**src/rtl/div_iter.sv**
```systemverilog
// Iterative radix-2 restoring divider for RISC-V DIV/DIVU/REM/REMU.
// One operation in flight; divide-by-zero and signed overflow bypass the iteration loop.
`ifndef WORD_WIDTH
`define WORD_WIDTH 32
`endif

module div_iter #(
    parameter int WORD_WIDTH = `WORD_WIDTH,
    parameter int TAG_WIDTH  = 6,
    parameter int CNT_WIDTH  = 6
) (
    input  logic                  clk,
    input  logic                  rst_n,
    input  logic                  div_en,
    input  logic [2:0]            div_opcode,
    input  logic [WORD_WIDTH-1:0] div_data1,
    input  logic [WORD_WIDTH-1:0] div_data2,
    input  logic [TAG_WIDTH-1:0]  div_tag_in,
    input  logic                  div_flush,
    output logic                  div_busy,
    output logic [WORD_WIDTH-1:0] div_result,
    output logic [TAG_WIDTH-1:0]  div_tag_out,
    output logic                  div_result_valid
);

    // Handshake: an op is taken on an edge where div_busy=0, div_en=1, div_opcode[2]=1 and
    // div_flush=0; the result is qualified by a one-cycle div_result_valid pulse.
    typedef enum logic [1:0] {
        IDLE = 2'd0,
        CALC = 2'd1,
        DONE = 2'd2
    } state_t;

    localparam logic [WORD_WIDTH-1:0] MIN_NEG  = {1'b1, {(WORD_WIDTH-1){1'b0}}};
    localparam logic [CNT_WIDTH-1:0]  LAST_CNT = CNT_WIDTH'(WORD_WIDTH - 1);

    state_t state, state_next;

    logic [WORD_WIDTH-1:0] rem_q;
    logic [WORD_WIDTH-1:0] quo_q;
    logic [WORD_WIDTH-1:0] dvsr_q;
    logic [CNT_WIDTH-1:0]  cnt_q;
    logic [TAG_WIDTH-1:0]  tag_q;
    logic                  neg_q_q;
    logic                  neg_r_q;
    logic                  sel_rem_q;

    logic                  accept;
    logic                  is_signed;
    logic                  div_zero;
    logic                  sgn_ovf;
    logic [WORD_WIDTH-1:0] mag_a;
    logic [WORD_WIDTH-1:0] mag_b;
    logic [WORD_WIDTH:0]   shifted;
    logic [WORD_WIDTH:0]   diff;
    logic [WORD_WIDTH-1:0] quo_fix;
    logic [WORD_WIDTH-1:0] rem_fix;

    assign accept    = (state == IDLE) && div_en && div_opcode[2] && !div_flush;
    assign is_signed = ~div_opcode[0];
    assign div_zero  = (div_data2 == '0);
    assign sgn_ovf   = is_signed && (div_data1 == MIN_NEG) && (div_data2 == '1);
    // The most negative value maps onto itself, which is its correct unsigned magnitude.
    assign mag_a     = (is_signed && div_data1[WORD_WIDTH-1]) ? -div_data1 : div_data1;
    assign mag_b     = (is_signed && div_data2[WORD_WIDTH-1]) ? -div_data2 : div_data2;

    assign shifted   = {rem_q, quo_q[WORD_WIDTH-1]};
    assign diff      = shifted - {1'b0, dvsr_q};
    assign quo_fix   = neg_q_q ? -quo_q : quo_q;
    assign rem_fix   = neg_r_q ? -rem_q : rem_q;
    assign div_busy  = (state != IDLE);

    always_ff @(posedge clk or negedge rst_n) begin
        if (!rst_n) begin
            state <= IDLE;
        end else begin
            state <= state_next;
        end
    end

    always_comb begin
        state_next = state;
        case (state)
            IDLE: if (accept) state_next = (div_zero || sgn_ovf) ? DONE : CALC;
            CALC: if (cnt_q == LAST_CNT) state_next = DONE;
            DONE: state_next = IDLE;
            default: state_next = IDLE;
        endcase
        if (div_flush) state_next = IDLE;
    end

    always_ff @(posedge clk or negedge rst_n) begin
        if (!rst_n) begin
            rem_q            <= '0;
            quo_q            <= '0;
            dvsr_q           <= '0;
            cnt_q            <= '0;
            tag_q            <= '0;
            neg_q_q          <= 1'b0;
            neg_r_q          <= 1'b0;
            sel_rem_q        <= 1'b0;
            div_result       <= '0;
            div_tag_out      <= '0;
            div_result_valid <= 1'b0;
        end else begin
            div_result_valid <= 1'b0;
            if (accept) begin
                dvsr_q    <= mag_b;
                tag_q     <= div_tag_in;
                sel_rem_q <= div_opcode[1];
                cnt_q     <= '0;
                neg_r_q   <= is_signed && div_data1[WORD_WIDTH-1];
                // A zero divisor yields an all-ones quotient regardless of operand signs.
                neg_q_q   <= is_signed && (div_data1[WORD_WIDTH-1] ^ div_data2[WORD_WIDTH-1])
                             && !div_zero;
                if (div_zero) begin
                    quo_q <= '1;
                    rem_q <= mag_a;
                end else if (sgn_ovf) begin
                    quo_q <= MIN_NEG;
                    rem_q <= '0;
                end else begin
                    quo_q <= mag_a;
                    rem_q <= '0;
                end
            end else if (state == CALC) begin
                cnt_q <= cnt_q + 1'b1;
                // A failed trial leaves shifted below the divisor, so its top bit is zero.
                if (!diff[WORD_WIDTH]) begin
                    rem_q <= diff[WORD_WIDTH-1:0];
                    quo_q <= {quo_q[WORD_WIDTH-2:0], 1'b1};
                end else begin
                    rem_q <= shifted[WORD_WIDTH-1:0];
                    quo_q <= {quo_q[WORD_WIDTH-2:0], 1'b0};
                end
            end else if (state == DONE && !div_flush) begin
                div_result       <= sel_rem_q ? rem_fix : quo_fix;
                div_tag_out      <= tag_q;
                div_result_valid <= 1'b1;
            end
        end
    end

endmodule

```
**config.mk**
```make
export PLATFORM = sky130hd
export DESIGN_NAME = div_iter
export DESIGN_NICKNAME = d
export VERILOG_FILES = /design/src/rtl/div_iter.sv
export SDC_FILE = /design/constraint.sdc
export NUM_CORES = 1
export LEC_CHECK = 0
export CAP_MARGIN = 10
export CORE_ASPECT_RATIO = 0.5
export CORE_MARGIN = 2
export CORE_UTILIZATION = 30
export CTS_BUF_LIST = sky130_fd_sc_hd__clkbuf_16
export DETAILED_ROUTE_END_ITERATION = 12
export GPL_ROUTABILITY_DRIVEN = 0
export SETUP_SLACK_MARGIN = 0.4
export SLEW_MARGIN = 20
export SYNTH_ARGS = -nofsm -noshare
export SYNTH_HDL_FRONTEND = slang
export SYNTH_SLANG_ARGS = --single-unit
```
**constraint.sdc**
```tcl
create_clock -name clk -period 3 [get_ports clk]
set_clock_uncertainty 0.1 [all_clocks]
set_input_delay 0.75 -clock clk [delete_from_list [all_inputs] [get_ports clk]]
set_output_delay 0.75 -clock clk [all_outputs]
set_load 0.01 [all_outputs]
```
==> results of run 1 <==
==> where the power goes <==
group	switching [mW]	internal, mW
Clock	1.02	1.26
Combinational	4.99	4.37
Sequential	0.664	2.55
==> cell type report <==
class / count / area (µm²)
diodes: 2 / 5.00
well taps: 494 / 618
clock inverters: 15 / 178
fillers: 3538 / 20100
multi-input cells: 1163 / 8550
repair buffers: 406 / 3670
flip-flops and latches: 152 / 3810
clock buffers: 17 / 425
inverters: 57 / 224
==> flip-flops by register name, indices dropped and copies added (netlist names) <==
signal and count:
cnt_q 6, div_result 32, div_result_valid 1, div_tag_out 6, dvsr_q 32, neg_q_q 1
neg_r_q 1, quo_q 32, rem_q 32, sel_rem_q 1, state 2, tag_q 6
==> cells by family after synthesis <==
logic type / after synthesis
mux: 23
flops: 152
buf+inv: 141
fa+ha+maj: 39
xor+xnor: 143
simple gates: 515
compound gates: 443
==> through the flow <==
step	cells	hold WS, ns
floorplan	1456	0.339
global placement	2216	0.350
detailed placement	2216	0.358
CTS	2283	0.187
global route	2305	0.210
finish	2306	0.174
==> path summary, 6_finish.rpt <==
check | startpoint | endpoint | slack, ns
worst max-delay path | quo_q[31]$_DFFE_PN0N_ | rem_q[21]$_DFFE_PN0N_ | -0.006
worst min-delay path | rst_n | rem_q[2]$_DFFE_PN0N_ | 0.17
worst max register to register | quo_q[31]$_DFFE_PN0N_ | rem_q[21]$_DFFE_PN0N_ | -0.006
worst min register to register | tag_q[1]$_DFFE_PN0P_ | div_tag_out[1]$_DFFE_PN0P_ | 0.37
max in group asynchronous | rst_n | div_result[25]$_DFFE_PN0P_ | 1.87
min in group clk | tag_q[1]$_DFFE_PN0P_ | div_tag_out[1]$_DFFE_PN0P_ | 0.37
==> worst max-delay path, delay by kind of cell (launching register included) <==
kind,cells,cell delay (ns)
flip-flops,1,0.42
multiplexers,1,0.24
adder cells (fa/ha/maj),2,0.52
buffers and inverters,3,0.44
AND/OR/NAND/NOR,3,0.50
AO/OA/AOI/OAI,4,0.65
==> cell usage in the layout (no fill, tap or decap), drive strengths merged, types with 33 or more instances in the layout <==
cell	Yosys	layout
buf	16	305
nand2	239	239
o21ai	166	166
dfrtp	152	152
a21oi	95	95
nor2	85	85
clkdlybuf4s50	0	82
xnor2	72	72
xor2	71	71
inv	57	67
nor3	45	45
o31ai	40	40
ha	38	38
a31oi	33	33
==> repair_timing <==
action,4_1_cts,5_1_grt
hold buffers,0,0
pin swaps,80,62
endpoints found under the setup margin,91,97
gates resized for setup,261,120
cloned,5,0
buffers inserted,30,21
==> routing by layer <==
metal | global-route usage, % | vias to the layer above | part of all wire, %
met2 | 33.4 | 396 | 45
met5 | 0 | - | 0
li1 | - | 5908 | -
met4 | 7.09 | 0 | 2.6
met1 | 29.3 | 5943 | 46
met3 | 4.05 | 69 | 6.7
==> qor.csv, run 1 <==
stage;metric;value;unit
status;status;finished, violations left;
status;violations;setup timing;
synthesis;synthSimpleGateAreaFrac;21.1;%
synthesis;synth_edf_count;0;
synthesis;synth_common_cells;nand2_1 (238), o21ai_0 (164), dfrtp_1 (152);
routing;routed_via_density;5.34;
cells_and_area;final_nets;1913;
synthesis;synth_top_family_by_area;compound AO/OA/AOI/OAI gates;
cts;clock_tree.root_cell;clkbuf_16;
synthesis;synth-seq-cells;152;
die;fp.coreArea;0.0375;mm²
synthesis;synth_top_cell_area_share;33.2;%
global_routing;grt_pass1_wl;66000;µm
timing;rsz0062_at_grt;yes;
die;io_pins;117;
global_routing;grt_max_degree;62;
synthesis;syn_inst;1456;
power_and_ir_drop;ir_worst_vdd;0.000464;V
synthesis;yosysUniqueCellTypes;69;
setup_path;reg2reg_depth;13;
timing;slew_headroom;47.5;%
timing;drv_slew;0;
cts;clk_latency;0.46;ns
synthesis;synth.avg_cell_area;7.88;µm²
routing;drtPass1Iterations;5;
power_and_ir_drop;leakagePower;7.27;nW
cts;cts_tree;built;
setup_path;crit_fanout;7;
setup_path;cp.required;3.22;ns
synthesis;synth_most_common_cell;nand2_1;
setup_path;arrival;3.23;ns
global_routing;antenna_found_initial;2;
die;rows;50;
timing;finalSetupViolCount;1;
synthesis;ys.warnings.count;0;
setup_path;crit_chain;inv_2, ha_4, fa_2, nand2b_4, a21oi_4, buf_6, o21a_4, o31a_1, nor3_4, nor2_4, buf_6, mux2i_2, o21ai_1;
global_routing;gr-usage-all-layers;21.2;%
synthesis;yosys.area_share.xor_xnor;10.9;%
routing;wl;42400;µm
cts;cts_buffers;17;
cts;h-tree-depth;4;
synthesis;synth_ff_type;dfrtp_1;
timing;tns;-0.00555;ns
synthesis;yosysSeqAreaShare;33.2;%
synthesis;synth-compound-area-share;23.6;%
synthesis;synthMuxAreaShare;2.05;%
synthesis;syn-cell-area;0.0115;mm²
routing;drtIter0Drc;979;
timing;worst_slack;-0.00555;ns
timing;worst_slew_pin_slew;0.788;ns
setup_path;critical-path-max-stage-delay;0.42;ns
setup_path;startpoint_type;register;
setup_path;cp_slowest_cell;dfrtp_1;
cts;clk_path_buf_depth;2;
cells_and_area;final_util;46.6;%
synthesis;ys_async_sr_fraction;100;%
routing;drc;0;
synthesis;synth_area_leaders;dfrtp_1 (33%), nand2_1 (7.8%), o21ai_0 (7.2%), xnor2_1 (5.5%), xor2_1 (5.4%);
routing;num_vias;12300;
setup_path;crit_top_cell;buf_6;
synthesis;synthAdderAreaFrac;4.32;%
power_and_ir_drop;total_power;14.9;mW
die;initial_utilization;30.6;%
timing;max_freq;0.333;GHz
die;dieArea;0.0399;mm²
cts;cts_sinks;152;
cells_and_area;syn2layout_area_growth;52.4;%
cells_and_area;drive_above_1_share;31.8;%
place;dpl_cell_area;0.0152;mm²
timing;hold_viol_final;0;
die;die_h;142;µm
global_routing;grt_pass1_vias;11800;
place;io_buffers;116;
place;dp_hpwl;31900;µm
synthesis;syn-num-nets;1572;
cts;clkTransAtPathRegs;0.08;ns
routing;routedWlPerCell;18.4;µm
routing;detail-route-antenna-nets;0;
place;pre_cts_ws;-0.772;ns
setup_path;worstSetupPathType;reg -> reg;
timing;period_share;100;%
timing;period_minus_slack;3.01;ns
global_routing;overflow;0;
cells_and_area;design_area;0.0175;mm²
job;cap_violations;0;
setup_path;endpoint_kind;register;
min_path;hold_class;in -> async;
power_and_ir_drop;cellPowerDensity;850;mW/mm²
synthesis;yosysTopAreaCell;dfrtp_1;
die;die_x;281;µm
No activity file was read; power rests on OpenSTA's default activity.
==> run 2: changes to the inputs <==
Settings changed: CTS_BUF_LIST sky130_fd_sc_hd__clkbuf_16 to default, SLEW_MARGIN 20 to default.
==> run 2 against run 1 <==
The flow still finishes with violations (setup timing). Sequential share of layout area hardly changed. Sequential power hardly changed. First-iteration DRC count stayed put. Die area stayed put. Count of clock-buffer cells in the layout stayed put. Critical path depth stayed put. Hold slack hardly changed. Final cell count stayed put. Maximum frequency stayed put. Total power hardly changed. Global-route usage stayed put. Register-to-register slack hardly changed. Critical endpoint unchanged. Largest power group unchanged. Highest routed layer unchanged.
==> qor.csv, run 2 (synthesis results as in run 1) <==
stage;metric;value;unit
status;status;finished, violations left;
status;violations;setup timing;
power_and_ir_drop;leakagePower;7.27;nW
routing;drtPass1Iterations;5;
min_path;hold_class;in -> async;
timing;tns;-0.00555;ns
place;dp_hpwl;31900;µm
global_routing;grt_max_degree;62;
global_routing;grt_pass1_vias;11800;
place;dpl.cell_count;2216;
timing;max_freq;0.333;GHz
setup_path;r2r_end;rem_q[21]$_DFFE_PN0N_;
setup_path;endpoint_kind;register;
timing;worst_slew_pin_slew;1.13;ns
routing;drc;0;
cts;cts_sinks;152;
setup_path;cp.required;3.22;ns
cts;clock_tree.root_cell;clkbuf_16;
cells_and_area;final_common_cell;buf_4;
routing;routed_via_density;5.34;
timing;period_minus_slack;3.01;ns
routing;drtIter0Drc;979;
setup_path;startpoint_type;register;
setup_path;regToRegStartpoint;quo_q[31]$_DFFE_PN0N_;
global_routing;gr-usage-all-layers;21.2;%
cells_and_area;syn2layout_area_growth;52.4;%
timing;rsz0062_at_grt;yes;
cts;cts_tree;built;
die;io_pins;117;
setup_path;reg2reg_depth;13;
cells_and_area;fillCellCount;3538;
power_and_ir_drop;cellPowerDensity;850;mW/mm²
cells_and_area;drive_above_1_share;31.7;%
place;io_buffers;116;
cts;h-tree-depth;4;
routing;wl;42400;µm
timing;period_share;100;%
timing;slew_headroom;24.7;%
die;dieArea;0.0399;mm²
routing;routedWlPerCell;18.4;µm
setup_path;worstSetupPathType;reg -> reg;
die;fp.coreArea;0.0375;mm²
setup_path;rrSetupSlack;-0.006;ns
cts;clk_latency;0.46;ns
cts;clk_path_buf_depth;2;
cells_and_area;final_cell_mix;buf_4 (239), nand2_1 (231), dfrtp_1 (146);
cells_and_area;finalNonFillerCells;2306;
timing;drv_slew;0;
setup_path;crit_fanout;7;
cells_and_area;final_nets;1913;
job;cap_violations;0;
timing;finalSetupViolCount;1;
routing;detail-route-antenna-nets;0;
cts;clkTransAtPathRegs;0.08;ns
cts;cts_buffers;17;
routing;num_vias;12300;
global_routing;overflow;0;
die;initial_utilization;30.6;%
die;die_x;281;µm
die;die_h;142;µm
cts;ctsHoldBuffers;0;
global_routing;grt_pass1_wl;66000;µm
die;rows;50;
setup_path;arrival;3.23;ns
cells_and_area;design_area;0.0175;mm²
power_and_ir_drop;ir_worst_vdd;0.000464;V
place;dpl_cell_area;0.0152;mm²
global_routing;antenna_found_initial;2;
timing;hold_viol_final;0;
timing;worst_slack;-0.00555;ns
run 2: cell counts in the layout (fill, tap and decap cells not counted):
No cell type changed its count.
run 2: final cells by class:
class                   instances  area, µm²  area share, %
inverters                      57        224           1.28
well taps                     494        618           3.54
multi-input cells            1163       8550           48.9
clock buffers                  17        425           2.43
flip-flops and latches        152       3810           21.8
clock inverters                15        178           1.02
repair buffers                406       3670           21.0
diodes                          2       5.00         0.0286
run 2: critical path, stage by stage (launching register included):
cell,delay [ns]
dfrtp_1,0.42
inv_2,0.11
ha_4,0.18
fa_2,0.34
nand2b_4,0.16
a21oi_4,0.17
buf_6,0.13
o21a_4,0.14
o31a_1,0.26
nor3_4,0.07
nor2_4,0.27
buf_6,0.20
mux2i_2,0.24
o21ai_1,0.08
run 2: where the power goes:
group          switching (mW)  internal [mW]
logic                    4.99           4.38
clock network            1.02           1.26
registers               0.664           2.55
total                    6.67           8.18
run 2: how the worst max path moves through the flow:
stage / to / depth (start not counted) / start
detailed placement: quo_q[11]$_DFFE_PN0N_ / 7 / div_data1[11]
global placement: quo_q[29]$_DFFE_PN0N_ / 9 / div_data1[11]
CTS: rem_q[30]$_DFFE_PN0N_ / 12 / quo_q[31]$_DFFE_PN0N_
global route: rem_q[13]$_DFFE_PN0N_ / 11 / rem_q[21]$_DFFE_PN0N_
finish: rem_q[21]$_DFFE_PN0N_ / 13 / quo_q[31]$_DFFE_PN0N_
floorplan: quo_q[29]$_DFFE_PN0N_ / 10 / div_data1[11]
run 2: layer usage:
| layer | vias up | wire [µm] | track usage [%] |
|---|---|---|---|
| li1 | 5907 | - | - |
| met3 | 69 | 2880 | 4.05 |
| met1 | 5942 | 19400 | 29.3 |
| met4 | 0 | 1120 | 7.09 |
| met2 | 398 | 19000 | 33.4 |
| met5 | - | 0 | 0 |
run 2: what timing repair did:
action	CTS	global route
gates resized for setup	261	120
setup endpoints to repair	91	98
cloned	5	0
endpoints found under the hold margin	0	0
buffers inserted	30	21
pin swaps	80	62
run 2: stage by stage:
step	hold WS (ns)	setup slack, ns	total power [mW]	util [%]
5_1_grt	0.210	-0.0692	15.8	46.6
2_1_floorplan	0.339	-0.299	7.79	-
3_5_place_dp	0.358	-0.772	10.6	40.4
6_report	0.174	-0.00555	14.9	46.6
3_3_place_gp	0.350	-0.726	10.6	40.4
4_1_cts	0.187	0.0445	14.1	44.9
